**src/rtl/alu_arbiter.sv**
```systemverilog
// Two-port arbiter that serialises ALU operations from two requesters onto one shared ALU.
// Each transaction takes three cycles (grant, issue, capture) and reports results through shared registers.
module alu_arbiter #(
  parameter bit FIXED_PRIORITY = 1'b0
) (
  input  logic       clk,
  input  logic       reset,
  input  logic       req0,
  input  logic       req1,
  input  logic [2:0] op0,
  input  logic [2:0] op1,
  input  logic [7:0] a0,
  input  logic [7:0] b0,
  input  logic [7:0] a1,
  input  logic [7:0] b1,
  output logic       gnt0,
  output logic       gnt1,
  output logic       done0,
  output logic       done1,
  output logic [7:0] result,
  output logic [3:0] res_flags,
  output logic       busy,
  output logic [2:0] alu_op,
  output logic [7:0] alu_a,
  output logic [7:0] alu_b,
  output logic       alu_en_out,
  input  logic [7:0] alu_out,
  input  logic [3:0] alu_flags
);

  typedef enum logic [1:0] {IDLE, ISSUE, CAPTURE} state_t;

  state_t state;
  logic   last;   // port granted most recently
  logic   port;   // port owning the transaction in flight
  logic   win;

  // NOTE: give every always_comb output a default first so no path leaves it unassigned (no latch).
  always_comb begin
    win = 1'b0;
    if (FIXED_PRIORITY)
      win = !req0;
    else if (req0 && req1)
      win = !last;
    else
      win = req1;
  end

  // NOTE: sequential state uses non-blocking assignments so every register sees pre-edge values.
  always_ff @(posedge clk) begin
    if (reset) begin
      state      <= IDLE;
      last       <= 1'b1;
      port       <= 1'b0;
      gnt0       <= 1'b0;
      gnt1       <= 1'b0;
      done0      <= 1'b0;
      done1      <= 1'b0;
      busy       <= 1'b0;
      alu_en_out <= 1'b0;
      result     <= 8'h00;
      res_flags  <= 4'h0;
      alu_op     <= 3'b000;
      alu_a      <= 8'h00;
      alu_b      <= 8'h00;
    end else begin
      gnt0  <= 1'b0;
      gnt1  <= 1'b0;
      done0 <= 1'b0;
      done1 <= 1'b0;
      case (state)
        IDLE: begin
          if (req0 || req1) begin
            state  <= ISSUE;
            busy   <= 1'b1;
            port   <= win;
            last   <= win;
            gnt0   <= !win;
            gnt1   <= win;
            // The ALU operand registers double as the transaction's private copy of op/a/b.
            alu_op <= win ? op1 : op0;
            alu_a  <= win ? a1  : a0;
            alu_b  <= win ? b1  : b0;
          end
        end
        ISSUE: begin
          state      <= CAPTURE;
          alu_en_out <= 1'b1;
        end
        CAPTURE: begin
          state      <= IDLE;
          busy       <= 1'b0;
          alu_en_out <= 1'b0;
          result     <= alu_out;
          res_flags  <= alu_flags;
          done0      <= !port;
          done1      <= port;
        end
        default: begin
          state      <= IDLE;
          busy       <= 1'b0;
          alu_en_out <= 1'b0;
        end
      endcase
    end
  end

endmodule

```
**config.mk**
```make
export PLATFORM = sky130hd
export DESIGN_NAME = alu_arbiter
export DESIGN_NICKNAME = d
export VERILOG_FILES = /design/src/rtl/alu_arbiter.sv
export SDC_FILE = /design/constraint.sdc
export NUM_CORES = 1
export LEC_CHECK = 0
export CORE_ASPECT_RATIO = 1.1
export CORE_UTILIZATION = 38
export DETAILED_ROUTE_END_ITERATION = 8
export PLACE_DENSITY = 0.79
export SLEW_MARGIN = 30
export SYNTH_ARGS = -nofsm -noshare
export SYNTH_HDL_FRONTEND = slang
export SYNTH_SLANG_ARGS = --single-unit
```
**constraint.sdc**
```tcl
create_clock -name clk -period 1.4 [get_ports clk]
set_input_delay 0.21 -clock clk [delete_from_list [all_inputs] [get_ports clk]]
set_output_delay 0.21 -clock clk [all_outputs]
set_load 0.05 [all_outputs]
```
==> metrics.yaml <==
synthFlopType: "dfxtp_1"
drtPass1Iterations: 4
pwr-share-comb: 0.341
arrival_ns: 1.54
place.gp.congestion: 0.7006
synth-compound-area-share: 0.2611
route.detailed.drc: 0
die_w_microns: 64.98
critPathLaunchType: "primary input"
synthAdderAreaFrac: 0
cts_sinks: 41
fmax_mhz: 745.5
synth_top_area_share: 0.4951
period_share: 0.9582
crit_top_cell: "buf_4"
grt_pass1_vias: 1743
synth_largest_area_cell: "dfxtp_1"
hp-class: "in2reg"
grt.overflow.total: 0
grt_pass1_wl_microns: 7893
clkTransAtPathRegs_ns: 0.08
syn_to_final_growth_pct: 93.96
drv_cap: 0
async_flop_share: 0
fin_hold_ws_ns: 0.3453
fillCellCount: 255
p_leak_nw: 1.252
synth-warning-count: 0
cts_buffer_depth: 2
worst_setup_path_end_kind: "flip-flop"
synth_top_family_by_area: "compound AO/OA/AOI/OAI gates"
wl_per_cell_microns: 14.12
critPathBufInv: 3
track_usage: 0.2239
drtIter0Drc: 44
syn-num-nets: 246
final_cell_mix: "63 x nand2_1, 52 x clkdlybuf4s50_1, 41 x dfxtp_1, 41 x buf_12, 32 x a21oi_1"
fin_skew_ns: 0.004946
core_sq_mm: 0.004084
p_sw_frac: 0.3106
cts_tree: "done"
vias: 1724
switchingPower_mw: 1.115
slew_headroom: 0.6519
viasPerCell: 5.012
die_area_sq_mm: 0.004631
layout.nets: 345
hpwl_microns: 3534
clock-root-buffer: "clkbuf_8"
cpPeakStageDelay_ns: 0.47
p_clk_frac: 0.279
synth-edff-count: 0
synth_xor_xnor_area_share: 0
synth_seq_area_share: 0.4951
period_needed_ns: 1.341
synthMuxAreaShare: 0
num_rows: 24
setup_violations: 0
syn_avg_cell_area_sq_um: 8.635
yosys.area_share.simple: 0.1932
synth_area_leaders: "dfxtp_1 50%, nand2_1 14%, a21oi_1 9.7%"
crit_fanout: 10
drive_above_1_share: 0.2637
ir_worst_vdd_uv: 552.1
diodes: 0
drtAntennaViolNets: 0
power.total_mw: 3.589
yosysUniqueCellTypes: 20
syn_inst: 192
grt_antenna_before_repair: 0
die_h_microns: 71.28
worstPathRequired_ns: 1.60
r2r_slack_ns: 0.16
seq_power_share: 0.380
tightest_slew_ns: 0.5222
clock_latency_ns: 0.30
synth_area_sq_mm: 0.001658
ys_ff_latch: 41
grt_setup_unrepaired: "yes"
status: "finished clean"
htreeDepth: 2
power_density_mw_per_mm2: 1116
io_buffers: 90
grt_start_max_net_pins: 42
crit_path_cell_trace: "clkdlybuf4s50_1, buf_4, a21boi_2, buf_4, nand2_1, a311oi_1"
timing_worst_setup_path_type: "in2reg"
ioPinCount: 91
start_util: 0.4059
cp_slowest_cell: "clkdlybuf4s50_1"
drv_slew: 0
wl_microns: 4857
final_common_cell: "nand2_1"
path_delay_family: "buffers and inverters"
cts_buffers: 5
report.final.hold_viol_count: 0
p_int_mw: 2.474
[cells in the mapped netlist (2+ instances only)]
master,n
dfxtp_1,41
buf_2,4
buf_6,2
a21oi_1,32
nor2_1,3
a21boi_0,2
a311oi_1,9
nor3b_1,2
nand2_1,63
a311oi_2,10
clkbuf_1,11
nor3_1,4
nand2b_1,2
[routing by layer]
layer	global-route usage	vias to the layer above	share of wire
met1	0.2352	795	0.38
met3	0.07484	6	0.062
met5	0	-	0
li1	-	865	-
met4	0.08642	0	0.012
met2	0.4063	58	0.54
[through the flow]
step / std cells / util / worst slack, ns / setup TNS [ns] / instance area (sq um)
final: 344 / 0.7874 / 0.05854 / 0 / 3216
after detailed placement: 335 / 0.7567 / -0.2937 / -5.423 / 3090
after global routing: 344 / 0.7874 / -0.004202 / -0.008645 / 3216
after CTS: 343 / 0.7852 / 0.02319 / 0 / 3207
after global placement: 335 / 0.7567 / -0.1990 / -3.235 / 3090
after floorplan: 192 / - / 0.1813 / 0 / 1658
[power by group through the flow]
stage	Clock, mW	Sequential (mW)	Combinational, mW
3_5_place_dp	0	1.39	1.22
4_1_cts	1.03	1.36	1.23
6_report	1.00	1.36	1.22
3_3_place_gp	0	1.38	1.20
5_1_grt	1.06	1.38	1.29
2_1_floorplan	0	1.64	0.292
[state kept, by name, indices dropped and copies added (netlist names)]
name,flops
alu_a,8
alu_b,8
alu_en_out,1
alu_op,3
busy,1
done0,1
done1,1
gnt0,1
gnt1,1
last,1
port,1
res_flags,4
result,8
state,2
[final cells by class]
type | count | area [sq um] | area share
clock buffers | 7 | 86.33 | 0.02685
clock inverters | 1 | 30.03 | 0.009339
multi-input cells | 134 | 757.0 | 0.2354
flip-flops and latches | 41 | 820.8 | 0.2553
well taps | 52 | 65.06 | 0.02023
repair buffers | 109 | 1456 | 0.4529
[cell families after synthesis]
| kind of cell | after synthesis |
|---|---|
| simple gates | 78 |
| compound gates | 56 |
| flops | 41 |
| buf+inv | 17 |
[worst min-delay path, stage by stage]
cell and delay [ns]:
buf_2 0.11, buf_12 0.22, a311oi_2 0.05
[path summary, 6_finish.rpt]
check / start / to / cells after the start
setup / recovery: req1 / alu_a[2] / 6
hold / removal: reset / alu_a[6] / 3
setup reg to reg: state[1] / alu_b[1] / 4
hold reg to reg: port / done0 / 1
[what timing repair did]
item                                    in CTS  in global routing
gates resized for setup                      0                  2
endpoints found under the setup margin       0                 14
hold buffers                                 0                  0
setup buffers                                0                  0
Note: power is estimated with default switching activity, not from simulation.
==> RTL edit 1, RTL diff (same settings) <==
Register the output `res_flags` once more, with the module's reset; this adds one clock of latency there. The other outputs are not delayed to match.
--- a/src/rtl/alu_arbiter.sv
+++ b/src/rtl/alu_arbiter.sv
@@ -30,6 +30,8 @@
 
   typedef enum logic [1:0] {IDLE, ISSUE, CAPTURE} state_t;
 
+  logic [3:0] res_flags_s0;
+
   state_t state;
   logic   last;   // port granted most recently
   logic   port;   // port owning the transaction in flight
@@ -59,7 +61,7 @@
       busy       <= 1'b0;
       alu_en_out <= 1'b0;
       result     <= 8'h00;
-      res_flags  <= 4'h0;
+      res_flags_s0 <= 4'h0;
       alu_op     <= 3'b000;
       alu_a      <= 8'h00;
       alu_b      <= 8'h00;
@@ -92,7 +94,7 @@
           busy       <= 1'b0;
           alu_en_out <= 1'b0;
           result     <= alu_out;
-          res_flags  <= alu_flags;
+          res_flags_s0 <= alu_flags;
           done0      <= !port;
           done1      <= port;
         end
@@ -105,5 +107,13 @@
     end
   end
 
+  always_ff @(posedge clk) begin
+    if (reset) begin
+      res_flags <= '0;
+    end else begin
+      res_flags <= res_flags_s0;
+    end
+  end
+
 endmodule
 
Check against the original RTL: not equivalent (a bounded check fails within 4 cycles, from zero or initial values and one cycle with reset high).
==> RTL edit 1 against the unedited design <==
Power rose by 4.7%. Die area is 10% higher. Setup slack better by 0.034 ns. Count of clock-buffer cells in the layout shrank 1. Routed wire length down 3.4%. Sequential cell count is 4 higher. Final area grew 4.4%. Area after synthesis grew 11%. Sequential share of layout area increased by 1.3 points. Critical endpoint is now alu_b[3]. Largest cell class unchanged.
==> RTL edit 1: results (changes against the unedited design) <==
[setup_path]
r2r_setup_slack_ns = 0.09  ; was 0.16 ns
slowest_delay_ns = 0.38  ; was 0.47 ns
crit_path_start_kind = register  ; was primary input
crit_family = flip-flops  ; was buffers and inverters
cpMaxStageDelayCell = dfxtp_1  ; was clkdlybuf4s50_1
cp_max_fo = 11  ; was 10
arrival_ns = 1.52  ; was 1.54 ns
reg2reg_from = state[1]  ; unchanged

[hold_path]
hp-start = reset  ; unchanged
min_path_type = in2reg  ; unchanged

[global_routing]
use_met3_pct = 5.30  ; was 7.48%
use_met1_pct = 22.5  ; was 23.5%
grt_pass1_wl_mm = 7.71  ; was 7.89 mm
first_global_vias = 1806  ; was 1,743
grt_use_met2_pct = 36.5  ; was 40.6%
grt_use_total_pct = 20.1  ; was 22.4%
busiest_layer = met2  ; unchanged
antenna_found_initial = 0  ; unchanged
grt_max_degree = 21  ; was 42

[sta]
timing.final.crit_share_pct = 93.4  ; was 95.8%
setup_viol = 0  ; unchanged
timing.slew.headroom_pct = 79.8  ; was 65.2%
clock-skew-final_ns = 0.00645  ; was 0.00495 ns

[layout]
n_fill_cell = 346  ; was 255
reg_top3 = alu_a (8), alu_b (8), result (8)  ; unchanged
fin_nets = 347  ; was 345
drive_above_1_share_pct = 29.9  ; was 26.4%
antenna_cells = 0  ; unchanged

[cts]
numCtsBuffers = 5  ; unchanged
cts_buffer_depth = 2  ; unchanged
clk_pin_slew_ns = 0.08  ; about the same
clk-insertion-delay-late_ns = 0.30  ; about the same
cts-root-buf = clkbuf_8  ; unchanged
cts-htree-levels = 2  ; unchanged

[synth]
synth_seq_area_share_pct = 49.0  ; was 49.5%
synthFlopType = dfxtp_1  ; unchanged
synth_cell_types = 24  ; was 20
async_flop_share_pct = 0  ; unchanged
syn_nets = 249  ; was 246
ys_warn_count = 0  ; unchanged
synthTopCellsByCount = nand2_1, dfxtp_1, a21oi_1, a311oi_2, buf_2  ; was nand2_1, dfxtp_1, a21oi_1, clkbuf_1, a311oi_2
synth.area.top_cells = dfxtp_1, a311oi_2, nand2_1  ; was dfxtp_1, nand2_1, a21oi_1

[placed_design]
dp_slack_ns = -0.190  ; was -0.294 ns
routabilityCongestion = 0.724  ; was 0.701
place_area_um2 = 3230  ; was 3090 µm²
place_hpwl_mm = 3.54  ; was 3.53 mm
port_buffers = 90  ; unchanged

[floorplan]
num_rows = 26  ; was 24

[job]
drv_cap = 0  ; unchanged

[run_status]
status = finished, final reports clean  ; unchanged

[detailed_routing]
drt_iter0_markers = 56  ; was 44
post_drt_wl_per_cell_um = 13.4  ; was 14.1 µm
via_per_inst = 5.04  ; was 5.01
drt_first_pass_iters = 4  ; unchanged

[pwr]
ir_drop_mv = 0.664  ; was 0.552 mV
p_leak_nw = 1.30  ; was 1.25 nW

==> RTL edit 1: logic make-up (layout without fill, tap and decap cells) <==
family / Yosys count / after routing / synth area share, %
AO/OA/AOI/OAI: 57 / 57 / 27.7
buffers and inverters: 17 / 115 / 5.18
flip-flops: 45 / 45 / 49.0
AND/OR/NAND/NOR: 76 / 77 / 18.1
==> RTL edit 1: final timing paths <==
path                                endpoint  depth (start not counted)
worst min register to register  res_flags[1]                          1
worst max-delay path                alu_b[3]                          4
worst min-delay path                   done0                          2
worst max register to register      alu_b[3]                          4
==> RTL edit 1: where the power goes <==
group | total [mW] | switching, mW | internal, mW
sequential | 1.49 | 0.109 | 1.39
combinational | 1.24 | 0.603 | 0.636
clock | 1.02 | 0.443 | 0.580
total | 3.76 | 1.15 | 2.60
==> RTL edit 1: final cells by class <==
cell class | instances | area [µm²] | share of cell area (%)
Tap cell | 56 | 70.1 | 2.09
Inverter | 1 | 3.75 | 0.112
Clock buffer | 6 | 82.6 | 2.46
Clock inverter | 2 | 37.5 | 1.12
Sequential cell | 45 | 901 | 26.8
Timing Repair Buffer | 106 | 1410 | 42.1
Multi-Input combinational cell | 134 | 850 | 25.3
==> RTL edit 1: per-layer routing <==
layer / share of wire, % / routed length [µm]
met1: 38 / 1800
met2: 53 / 2510
met3: 7.1 / 335
met4: 0.94 / 44
met5: 0 / 0
==> RTL edit 1: timing repair <==
item                       in CTS  in global routing
setup endpoints to repair       0                 16
resized for setup               0                  1
buffers inserted                0                  0
==> RTL edit 1: stage by stage <==
stage	hold WS [ns]	total power, mW	instances	utilization [%]
finish	0.189	3.76	350	72.1
CTS	0.180	3.77	349	71.9
detailed placement	0.454	2.76	341	69.4
floorplan	0.293	2.11	195	-
global placement	0.448	2.74	341	69.4
global route	0.206	3.90	350	72.1
==> RTL edit 2, RTL diff (config.mk and constraints unchanged) <==
Made on the original files. The parameter `FIXED_PRIORITY` goes from 1'b0 to 1'b1.
--- a/src/rtl/alu_arbiter.sv
+++ b/src/rtl/alu_arbiter.sv
@@ -1,7 +1,7 @@
 // Two-port arbiter that serialises ALU operations from two requesters onto one shared ALU.
 // Each transaction takes three cycles (grant, issue, capture) and reports results through shared registers.
 module alu_arbiter #(
-  parameter bit FIXED_PRIORITY = 1'b0
+  parameter bit FIXED_PRIORITY = 1'b1
 ) (
   input  logic       clk,
   input  logic       reset,
Check against the original RTL: not equivalent (a bounded check fails within 10 cycles, from zero or initial values and one cycle with reset high).
==> RTL edit 2 against the unedited design <==
Routed wire length is 15% lower. Register-to-register slack got worse by 0.08 ns. Final area is 6.3% lower. Setup slack improved by 0.017 ns. Sequential cell count is 1 lower. Area after synthesis is 5.5% lower. Maximum frequency rose by 1.3%. Power shrank 14%. Die area shrank 5.3%. Highest routed layer unchanged.
==> RTL edit 2: results (changes against the unedited design) <==
[global_routing]
use_met3_pct = 5.59  ; was 7.48%
grt_use_total_pct = 19.4  ; was 22.4%
grt_pass1_wl_mm = 6.58  ; was 7.89 mm
antenna_found_initial = 0  ; unchanged
use_met1_pct = 23.0  ; was 23.5%
grt_max_degree = 25  ; was 42
grt_use_met2_pct = 31.8  ; was 40.6%

[cts]
clk-insertion-delay-late_ns = 0.29
cts-htree-levels = 2  ; unchanged
numCtsBuffers = 5  ; unchanged
cts_buffer_depth = 2  ; unchanged
cts-root-buf = clkbuf_8  ; unchanged
post-cts-setup-buffers = 0  ; unchanged
clk_pin_slew_ns = 0.07

[synth]
ys_warn_count = 0  ; unchanged
async_flop_share_pct = 0  ; unchanged
synthTopCellsByCount = dfxtp_1, nand2_1, mux2i_1, o2bb2ai_2, a21oi_1  ; was nand2_1, dfxtp_1, a21oi_1, clkbuf_1, a311oi_2
synth.area.top_cells = dfxtp_1, o2bb2ai_2, mux2i_1  ; was dfxtp_1, nand2_1, a21oi_1
syn_nets = 197  ; was 246
postSynthAreaPerCell_um2 = 11.0  ; was 8.63 µm²
synth_cell_types = 21  ; was 20
synth_seq_area_share_pct = 51.1  ; was 49.5%

[detailed_routing]
drt_first_pass_iters = 4  ; unchanged
drt_iter0_markers = 26  ; was 44
totalWireLength_mm = 4.15  ; was 4.86 mm
num_vias = 1354  ; was 1,724
via_per_inst = 4.69  ; was 5.01

[sta]
worstMarginPinSlew_ns = 0.519  ; was 0.522 ns
clock-skew-final_ns = 0.00353  ; was 0.00495 ns

[placed_design]
routabilityCongestion = 0.745  ; was 0.701
place_hpwl_mm = 3.03  ; was 3.53 mm
dpl.cell_count = 281  ; was 335
dp_slack_ns = -0.251  ; was -0.294 ns
port_buffers = 90  ; unchanged
place_area_um2 = 2920  ; was 3090 µm²

[pwr]
ir_drop_mv = 0.689  ; was 0.552 mV
p_leak_nw = 1.20  ; was 1.25 nW
p_sw_share_pct = 30.2  ; was 31.1%

[setup_path]
arrival_ns = 1.55
cp_max_fo = 24  ; was 10
reg2reg_from = state[1]  ; unchanged
crit_path_start_kind = register  ; was primary input

[layout]
fin_nets = 290  ; was 345
drive_above_1_share_pct = 28.3  ; was 26.4%
antenna_cells = 0  ; unchanged
reg_top3 = alu_a (8), alu_b (8), result (8)  ; unchanged
areaGrowthSynthToFinish_pct = 92.3  ; was 94.0%
n_fill_cell = 280  ; was 255

[hold_path]
min_path_type = in2reg  ; unchanged
hp-start = alu_out[1]  ; was reset

[run_status]
status = finished, final reports clean  ; unchanged

==> RTL edit 2: final timing paths <==
path                  endpoint  slack, ns  cells past startpoint
setup / recovery     alu_op[2]       0.08                      3
setup reg to reg     alu_op[2]       0.08                      3
hold / removal       result[1]       0.47                      3
hold reg to reg   res_flags[0]       0.49                      2
==> RTL edit 2: worst max-delay path, cell delays in order, from the launching register on <==
cell       delay, ns
dfxtp_1         0.35
or4_4           0.56
buf_12          0.19
o2bb2ai_2       0.15
==> RTL edit 2: kinds of logic after synthesis <==
kind of cell | share of synthesized area (%)
compound gates | 22.4
mux | 12.1
flops | 51.1
buf+inv | 4.71
simple gates | 9.59
==> RTL edit 2: power by group through the flow <==
stage / sequential (mW) / combinational, mW / clock, mW
6_report: 1.32 / 0.974 / 0.781
5_1_grt: 1.33 / 1.01 / 0.834
4_1_cts: 1.32 / 0.978 / 0.792
3_5_place_dp: 1.34 / 0.976 / 0
3_3_place_gp: 1.34 / 0.964 / 0
2_1_floorplan: 1.56 / 0.198 / 0
==> RTL edit 2: per-layer routing <==
| metal | wire, µm | vias up |
|---|---|---|
| met5 | 0 | - |
| met4 | 113 | 0 |
| met3 | 257 | 11 |
| met2 | 2030 | 51 |
| met1 | 1750 | 608 |
| li1 | - | 684 |
==> RTL edit 2: repair_timing <==
action | in CTS | in global routing
hold buffers | 0 | 0
endpoints found under the setup margin | 0 | 1
gates resized for setup | 0 | 1
==> RTL edit 2: cell type report <==
type / count / share of cell area, %
repair buffers: 97 / 44.8
flip-flops and latches: 40 / 26.6
multi-input cells: 89 / 23.1
clock buffers: 8 / 2.99
well taps: 52 / 2.16
inverters: 3 / 0.374
